==> config.mk <==
export PLATFORM = sky130hd
export DESIGN_NAME = rr_arb_mux_n
export DESIGN_NICKNAME = d
export VERILOG_FILES = /design/src/rtl/rr_arb_mux_n_pkg.sv /design/src/rtl/rr_arb_mux_n_rr_arbiter.sv /design/src/rtl/rr_arb_mux_n.sv
export SDC_FILE = /design/constraint.sdc
export NUM_CORES = 1
export LEC_CHECK = 0
export ABC_AREA = 1
export BUFFER_PORTS_ARGS = -buffer_cell sky130_fd_sc_hd__buf_4
export CAP_MARGIN = 10
export CORE_AREA = 2 2 130 132
export DETAILED_ROUTE_END_ITERATION = 10
export DIE_AREA = 0 0 132 134
export MAX_ROUTING_LAYER = met4
export SYNTH_ARGS = -nofsm -noshare
export SYNTH_HDL_FRONTEND = slang
export SYNTH_SLANG_ARGS = --single-unit
==> constraint.sdc <==
create_clock -name clk -period 1.73 [get_ports clk]
set_input_delay 0.2595 -clock clk [delete_from_list [all_inputs] [get_ports clk]]
set_output_delay 0.2595 -clock clk [all_outputs]
set_load 0.01 [all_outputs]
==> src/rtl/rr_arb_mux_n_pkg.sv <==
// ============================================================================
// rr_arb_mux_n_pkg : shared types and helpers for the round-robin arbiter mux
// Rev 1.0 - initial release
// ============================================================================
`default_nettype none

package rr_arb_mux_n_pkg;

  typedef enum logic [0:0] {
    ARB_IDLE   = 1'b0,
    ARB_LOCKED = 1'b1
  } arb_state_t;

  function automatic int clog2(input int n);
    int r;
    r = 0;
    for (int v = n - 1; v > 0; v = v >> 1) r++;
    return r;
  endfunction

endpackage

`default_nettype wire

==> src/rtl/rr_arb_mux_n_rr_arbiter.sv <==
// ============================================================================
// rr_arbiter : combinational rotating-mask round-robin priority encoder
// Rev 1.0 - initial release
// ============================================================================
`default_nettype none

module rr_arbiter
  import rr_arb_mux_n_pkg::*;
#(
  parameter int NUM_IN = 4,
  parameter int SEL_W  = clog2(NUM_IN)
) (
  input  logic [NUM_IN-1:0] req,
  input  logic [SEL_W-1:0]  ptr,
  input  logic              en,
  output logic [NUM_IN-1:0] gnt_oh,
  output logic [SEL_W-1:0]  gnt_idx,
  output logic              gnt_vld
);

  logic [NUM_IN-1:0] w_mask;
  logic [NUM_IN-1:0] w_hi;
  logic [NUM_IN-1:0] w_sel;
  logic [NUM_IN-1:0] w_oh;

  // Requests at or above ptr win; otherwise fall back to the lowest request.
  always_comb begin
    w_mask = '0;
    for (int i = 0; i < NUM_IN; i++) begin
      w_mask[i] = (i >= int'(ptr));
    end
    w_hi  = req & w_mask;
    w_sel = (|w_hi) ? w_hi : req;
    w_oh  = w_sel & (~w_sel + NUM_IN'(1));
  end

  always_comb begin
    gnt_oh  = en ? w_oh : '0;
    gnt_vld = en & (|req);
    gnt_idx = '0;
    for (int i = 0; i < NUM_IN; i++) begin
      if (gnt_oh[i]) gnt_idx = SEL_W'(i);
    end
  end

endmodule

`default_nettype wire

==> src/rtl/rr_arb_mux_n.sv <==
// ============================================================================
// rr_arb_mux_n : N-input registered round-robin arbitrating valid/ready mux.
// Optional packet lock enabled by defining ARB_MUX_PKT_LOCK_EN.
// Rev 1.0 - initial release
// ============================================================================
`default_nettype none

module rr_arb_mux_n
  import rr_arb_mux_n_pkg::*;
#(
  parameter int  WIDTH  = 64,
  parameter int  NUM_IN = 4,
  localparam int SEL_W  = clog2(NUM_IN)
) (
  input  logic                    clk,
  input  logic                    rst,
  input  logic [NUM_IN*WIDTH-1:0] in_data,
  input  logic [NUM_IN-1:0]       in_valid,
  output logic [NUM_IN-1:0]       in_ready,
`ifdef ARB_MUX_PKT_LOCK_EN
  input  logic [NUM_IN-1:0]       in_last,
`endif
  output logic [WIDTH-1:0]        out_data,
  output logic [SEL_W-1:0]        out_src,
  output logic                    out_valid,
  input  logic                    out_ready
);

  logic              r_out_valid;
  logic [WIDTH-1:0]  r_out_data;
  logic [SEL_W-1:0]  r_out_src;
  logic [SEL_W-1:0]  r_rr_ptr;

  logic              w_load_en;
  logic              w_xfer;
  logic              w_last;
  logic              w_gnt_vld;
  logic [NUM_IN-1:0] w_req;
  logic [NUM_IN-1:0] w_gnt_oh;
  logic [SEL_W-1:0]  w_gnt_idx;
  logic [SEL_W-1:0]  w_ptr_nxt;
  logic [WIDTH-1:0]  w_sel_data;

  assign w_load_en = ~r_out_valid | out_ready;

`ifdef ARB_MUX_PKT_LOCK_EN
  arb_state_t       r_state;
  arb_state_t       w_state_nxt;
  logic [SEL_W-1:0] r_lock_ch;

  // While a packet is in flight only its owner may request.
  always_comb begin
    w_req = in_valid;
    if (r_state == ARB_LOCKED) w_req = in_valid & (NUM_IN'(1) << r_lock_ch);
  end

  assign w_last = |(in_last & w_gnt_oh);

  always_comb begin
    w_state_nxt = r_state;
    if (w_xfer) w_state_nxt = w_last ? ARB_IDLE : ARB_LOCKED;
  end

  always_ff @(posedge clk) begin
    if (rst) begin
      r_state   <= ARB_IDLE;
      r_lock_ch <= '0;
    end else begin
      r_state <= w_state_nxt;
      if (w_xfer && r_state == ARB_IDLE) r_lock_ch <= w_gnt_idx;
    end
  end
`else
  assign w_req  = in_valid;
  assign w_last = 1'b1;
`endif

  rr_arbiter #(
    .NUM_IN (NUM_IN),
    .SEL_W  (SEL_W)
  ) u_arb (
    .req     (w_req),
    .ptr     (r_rr_ptr),
    .en      (w_load_en & ~rst),
    .gnt_oh  (w_gnt_oh),
    .gnt_idx (w_gnt_idx),
    .gnt_vld (w_gnt_vld)
  );

  assign in_ready = w_gnt_oh;
  assign w_xfer   = w_gnt_vld;

  always_comb begin
    w_sel_data = '0;
    for (int i = 0; i < NUM_IN; i++) begin
      w_sel_data = w_sel_data | (in_data[i*WIDTH +: WIDTH] & {WIDTH{w_gnt_oh[i]}});
    end
  end

  assign w_ptr_nxt = (w_gnt_idx == SEL_W'(NUM_IN - 1)) ? '0 : w_gnt_idx + SEL_W'(1);

  // Pointer only moves past a channel once its packet (or single beat) is done.
  always_ff @(posedge clk) begin
    if (rst) begin
      r_out_valid <= 1'b0;
      r_out_data  <= '0;
      r_out_src   <= '0;
      r_rr_ptr    <= '0;
    end else begin
      if (w_load_en) begin
        r_out_valid <= w_xfer;
        if (w_xfer) begin
          r_out_data <= w_sel_data;
          r_out_src  <= w_gnt_idx;
        end
      end
      if (w_xfer && w_last) r_rr_ptr <= w_ptr_nxt;
    end
  end

  assign out_valid = r_out_valid;
  assign out_data  = r_out_data;
  assign out_src   = r_out_src;

endmodule

`default_nettype wire
# Word level (Yosys, flattened, before mapping)
# Cells that the tools add are included.
dict set report word_totals {
  ff_bits 69
  inputBits 263
}
dict set report op_classes {
  n_eq_ne 1
  mux 6
  addsub 2
  reduce_logical 3
  bitwise 15
  order_cmp 3
}
# op n
set op_table {}
lappend op_table {{$and A64 B64 Y64} 4}
lappend op_table {{$or A64 B64 Y64} 3}
lappend op_table {{$and A4 B4 Y4} 2}
lappend op_table {{$mux W4} 2}
lappend op_table {{$reduce_or A4 Y1} 2}
lappend op_table {{$mux W2} 3}
lappend op_table {{$add A4 B1 Y4 const B} 1}
lappend op_table {{$ge A1 B2 Y1 const A} 2}
lappend op_table {{$not A4 Y4} 1}
lappend op_table {{$add A2 B1 Y2 const B} 1}
lappend op_table {{$and A1 B1 Y1} 2}
lappend op_table {{$eq A2 B2 Y1 const B} 1}
lappend op_table {{$ge A2 B2 Y1 const A} 1}
lappend op_table {{$not A1 Y1} 2}
lappend op_table {{$reduce_and A2 Y1} 1}
lappend op_table {{$mux W1} 1}
lappend op_table {{$or A1 B1 Y1} 1}

# Depth between registers and ports, before layout
dict set report depth {
  ltp_word 13
  mapped_depth 12
  mapped_depth_nobuf 10
}

# By module
# Synthesis repeated with hierarchy kept, for this count alone.
dict set report unflattened {
  hier_cells 1068
  area_unflattened_um2 5256.3
}
# mod area_each_um2 cells_per_inst n_inst
set by_module_without_submodules {}
lappend by_module_without_submodules {rr_arb_mux_n 5119.9 1037 1}
lappend by_module_without_submodules {rr_arbiter 136.4 31 1}

# Worst setup path before layout
# No wires, ideal clock.
dict set report synth_path {
  path_type {reg2out}
  startpoint {reg r_rr_ptr[1]}
  endpoint {out in_ready[0]}
  slack_ns 0.211
  arrival_ns 1.260
  path_buffers 2
  stages_incl_launch_ff 9
  path_cell_list {dfxtp_1 > inv_2 > a21oi_2 > nand3_1 > nand2_2 > inv_1 > buf_2 > buf_6 > nor2_1}
}
dict set report synth_between {
  elab_chain_cells 8
}
# element line_no
set synth_rtl {}
lappend synth_rtl {{start: declaration} rr_arb_mux_n.sv:32} ;# logic [SEL_W-1:0] r_rr_ptr;
lappend synth_rtl {{start signal: assignment} rr_arb_mux_n.sv:117} ;# if (w_xfer && w_last) r_rr_ptr <= w_ptr_nxt;
lappend synth_rtl {{$ge A1 B2 Y1 / $ge A2 B2 Y1 (equally long branches)} rr_arb_mux_n_rr_arbiter.sv:30} ;# w_mask[i] = (i >= int'(ptr));
lappend synth_rtl {{$and A4 B4 Y4 (*)} rr_arb_mux_n_rr_arbiter.sv:32} ;# w_hi = req & w_mask;
lappend synth_rtl {{$reduce_or A4 Y1} rr_arb_mux_n_rr_arbiter.sv:33} ;# w_sel = (|w_hi) ? w_hi : req;
lappend synth_rtl {{$mux W4 (*)} rr_arb_mux_n_rr_arbiter.sv:33}
lappend synth_rtl {{$not A4 Y4} rr_arb_mux_n_rr_arbiter.sv:34} ;# w_oh = w_sel & (~w_sel + NUM_IN'(1));
lappend synth_rtl {{$add A4 B1 Y4} rr_arb_mux_n_rr_arbiter.sv:34}
lappend synth_rtl {{$and A4 B4 Y4 (*)} rr_arb_mux_n_rr_arbiter.sv:34}
lappend synth_rtl {{$mux W4 (*)} rr_arb_mux_n_rr_arbiter.sv:38} ;# gnt_oh = en ? w_oh : '0;
lappend synth_rtl {{end: declaration} rr_arb_mux_n.sv:19} ;# output logic [NUM_IN-1:0] in_ready,
# Every way passes the cells marked *; elsewhere a longest branch is shown, timed or not.

# Final worst setup path
dict set report layout_path {
  startpoint {reg r_rr_ptr[0]}
  endpoint {out in_ready[2]}
}
# The elaborated chain is that of the path after synthesis.

==> flow_summary.toml <==
[route]
vias = 7169
ant_nets = 0
wirelength_um = 26300
wl_per_cell_um = 19.3
viasPerCell = 5.24
first_iter_violations = 326
drtPass1Iterations = 5
drcViolationCount = 0

[place]
hpwl_um = 15500
place_area_um2 = 7470
gp_congestion = 0.845
port-buffer-count = 333
dp_worst_setup_slack_ns = -0.484

[power_and_ir_drop]
clkPwrFrac_pct = 26.7
p_int_mw = 4.62
vdd_ir_drop_max_mv = 0.495
p_total_mw = 6.96
switching_share_pct = 33.7
leakagePower_nw = 4.57
power.density_nw_per_um2 = 732
power_frac_seq_pct = 27.9
comb_power_share_pct = 45.5
p_sw_mw = 2.35

[sta]
fmax_mhz = 509
rsz0062_at_grt = "true"
skew_ns = 0.00649
post-route-min-period_ns = 1.97
fin_tns_setup_ns = -10.58
hold_viol_final = 0
setup_viol = 68
timing.final.ws_setup_ns = -0.236
hold_ws_ns = 0.0970
drv_slew = 0
worst_slew_pin_slew_ns = 0.805
relSlewSlack_pct = 46.3
fin_crit_sh_pct = 114

[floorplan]
core_um2 = 16300
num_io_pins = 334
rows = 47
die_area_um2 = 17700
start_util_pct = 28.9
die_h_um = 134
die_width_um = 132

[critical_path]
cpPeakStageDelay_ns = 0.38
r2r_slack_ns = -0.19
crit_path_max_fanout = 3
rr_startpoint = "r_rr_ptr[0]$_SDFFE_PP0P_"
r2r_end = "out_data[41]$_SDFFE_PP0P_"
ff2ff_path_depth = 13
setup.worst_path.start_class = "register"
worstSetupPathType = "register to output port"
worstPathRequired_ns = 1.47
cp.arrival_ns = 1.71
worstPathCellList = "nand2_2, nand2_4, buf_6, nand4_1, a21oi_4, nand2_4, inv_2, buf_6"
endpoint_kind = "output port"
slowest_stage = "dfxtp_2"
startpoint = "r_rr_ptr[0]$_SDFFE_PP0P_"
crit_end = "in_ready[2]"

[cells_and_area]
layout-drive-gt1-share_pct = 49.0
fillers = 1554
syn_to_final_growth_pct = 102
stdcell_area_um2 = 9510
fin_nets = 1404

[clock_network]
cts_hold_buf = 0
cts_sinks = 69
cts_buffers = 9
worstSkewPairLatency_ns = 0.33
htreeDepth = 3
cts_tree = "built"
root_buffer = "clkbuf_16"
path_clk_slew_ns = 0.06
cts.path.max_buffers = 2

[status]
status = "finished, violations left"
failed_checks = "negative setup slack"

[synthesis]
synth-edff-count = 0
synthTopCellsByArea = "dfxtp_1, nand3_1, a21oi_1, nand2_1, nor2_1"
synth_area_per_cell_um2 = 6.08
synth-seq-area-share_pct = 29.4
synth-seq-cells = 69
yosysWarningCount = 0
yosysTopAreaCellShare_pct = 29.4
synth_area_um2 = 4700
synth_ff_type = "dfxtp_1"
synthesis.instances = 774
syn_nets = 1037
synth_common_cells = "nand2_1, nor2_1, nand3_1"
async_reset_ff_share_pct = 0
yosysTopAreaCell = "dfxtp_1"
synthMostInstantiatedCell = "nand2_1"
ys_types = 17

[global_routing]
track_usage_pct = 28.2
grt_max_degree = 69
grt_pass1_vias = 6855
grt_antenna_before_repair = 1
grt_overflow = 0
grt_pass1_wl_um = 37400

[worst_hold_path]
hp-class = "input port to register"

[run]
drv_cap = 0
==> worst min path at each step <==
stage	cells past startpoint	slack, ns	startpoint	endpoint
2_1_floorplan	1	0.33	rst	r_rr_ptr[0]$_SDFFE_PP0P_
4_1_cts	2	0.08	rst	r_rr_ptr[0]$_SDFFE_PP0P_
6_report	2	0.1	rst	r_rr_ptr[0]$_SDFFE_PP0P_
3_5_place_dp	2	0.43	rst	r_rr_ptr[0]$_SDFFE_PP0P_
5_1_grt	2	0.09	rst	r_rr_ptr[0]$_SDFFE_PP0P_
3_3_place_gp	2	0.44	rst	r_rr_ptr[0]$_SDFFE_PP0P_
==> kinds of logic after synthesis <==
kind of cell    after synthesis  synth area share (%)
simple gates                483                  45.9
compound gates              132                  14.3
buf+inv                      90                  10.5
flops                        69                  29.4
==> worst max-delay path, delay by kind of cell (launching register included) <==
kind | cells | cell delay (ns)
AOI/OAI and AO/OA | 1 | 0.28
and+or+nand+nor | 4 | 0.47
DFF | 1 | 0.38
buffers and inverters | 3 | 0.24
==> power groups by stage <==
stage / Sequential [mW] / Clock, mW / Combinational (mW)
finish: 1.94 / 1.86 / 3.17
global route: 1.96 / 1.96 / 3.37
CTS: 1.94 / 1.89 / 2.90
detailed placement: 1.97 / 0 / 2.26
global placement: 1.96 / 0 / 2.26
floorplan: 2.06 / 0 / 0.968
==> flip-flops by register name, summed over array words and instances, names as in the netlist <==
register   count
r_rr_ptr       2
out_src        2
out_valid      1
out_data      64
==> per-layer routing <==
metal	global-route usage [%]	part of all wire, %
met4	13.2	4.0
met2	47.0	49
met5	-	0
met1	33.2	40
met3	4.99	7.2
==> cell usage in the layout (no fill, tap or decap), types with 6 or more instances in the layout <==
master	count
nor2_2	15
nand3_2	47
nor2_4	6
buf_4	357
buf_16	12
nor2_1	114
clkbuf_16	16
nand4_1	66
buf_12	35
buf_6	16
inv_2	7
nand3_4	6
nand2_2	24
nand3_1	79
nand2_1	122
dfxtp_1	67
a21oi_1	129
==> cell type report <==
cell class                      count  area, um^2  area share (%)
Multi-Input combinational cell    616        3320            34.9
Clock buffer                       12         246            2.59
Inverter                           13        56.3           0.592
Clock inverter                      4        47.5           0.500
Sequential cell                    69        1390            14.6
Timing Repair Buffer              432        4180            43.9
Tap cell                          220         275            2.89
Antenna cell                        1        2.50          0.0263
==> through the flow <==
step                      utilization, %  cells
after global placement              45.9   1284
after CTS                           54.1   1348
final                               58.4   1367
after detailed placement            45.9   1284
after global routing                58.4   1367
after floorplan                        -    774
==> timing repair <==
item	CTS	global route
pin swaps	22	69
gates cloned	16	7
setup endpoints to repair	72	70
buffers inserted	33	14
resized for setup	73	106
Note: power is estimated with default switching activity, not from simulation.
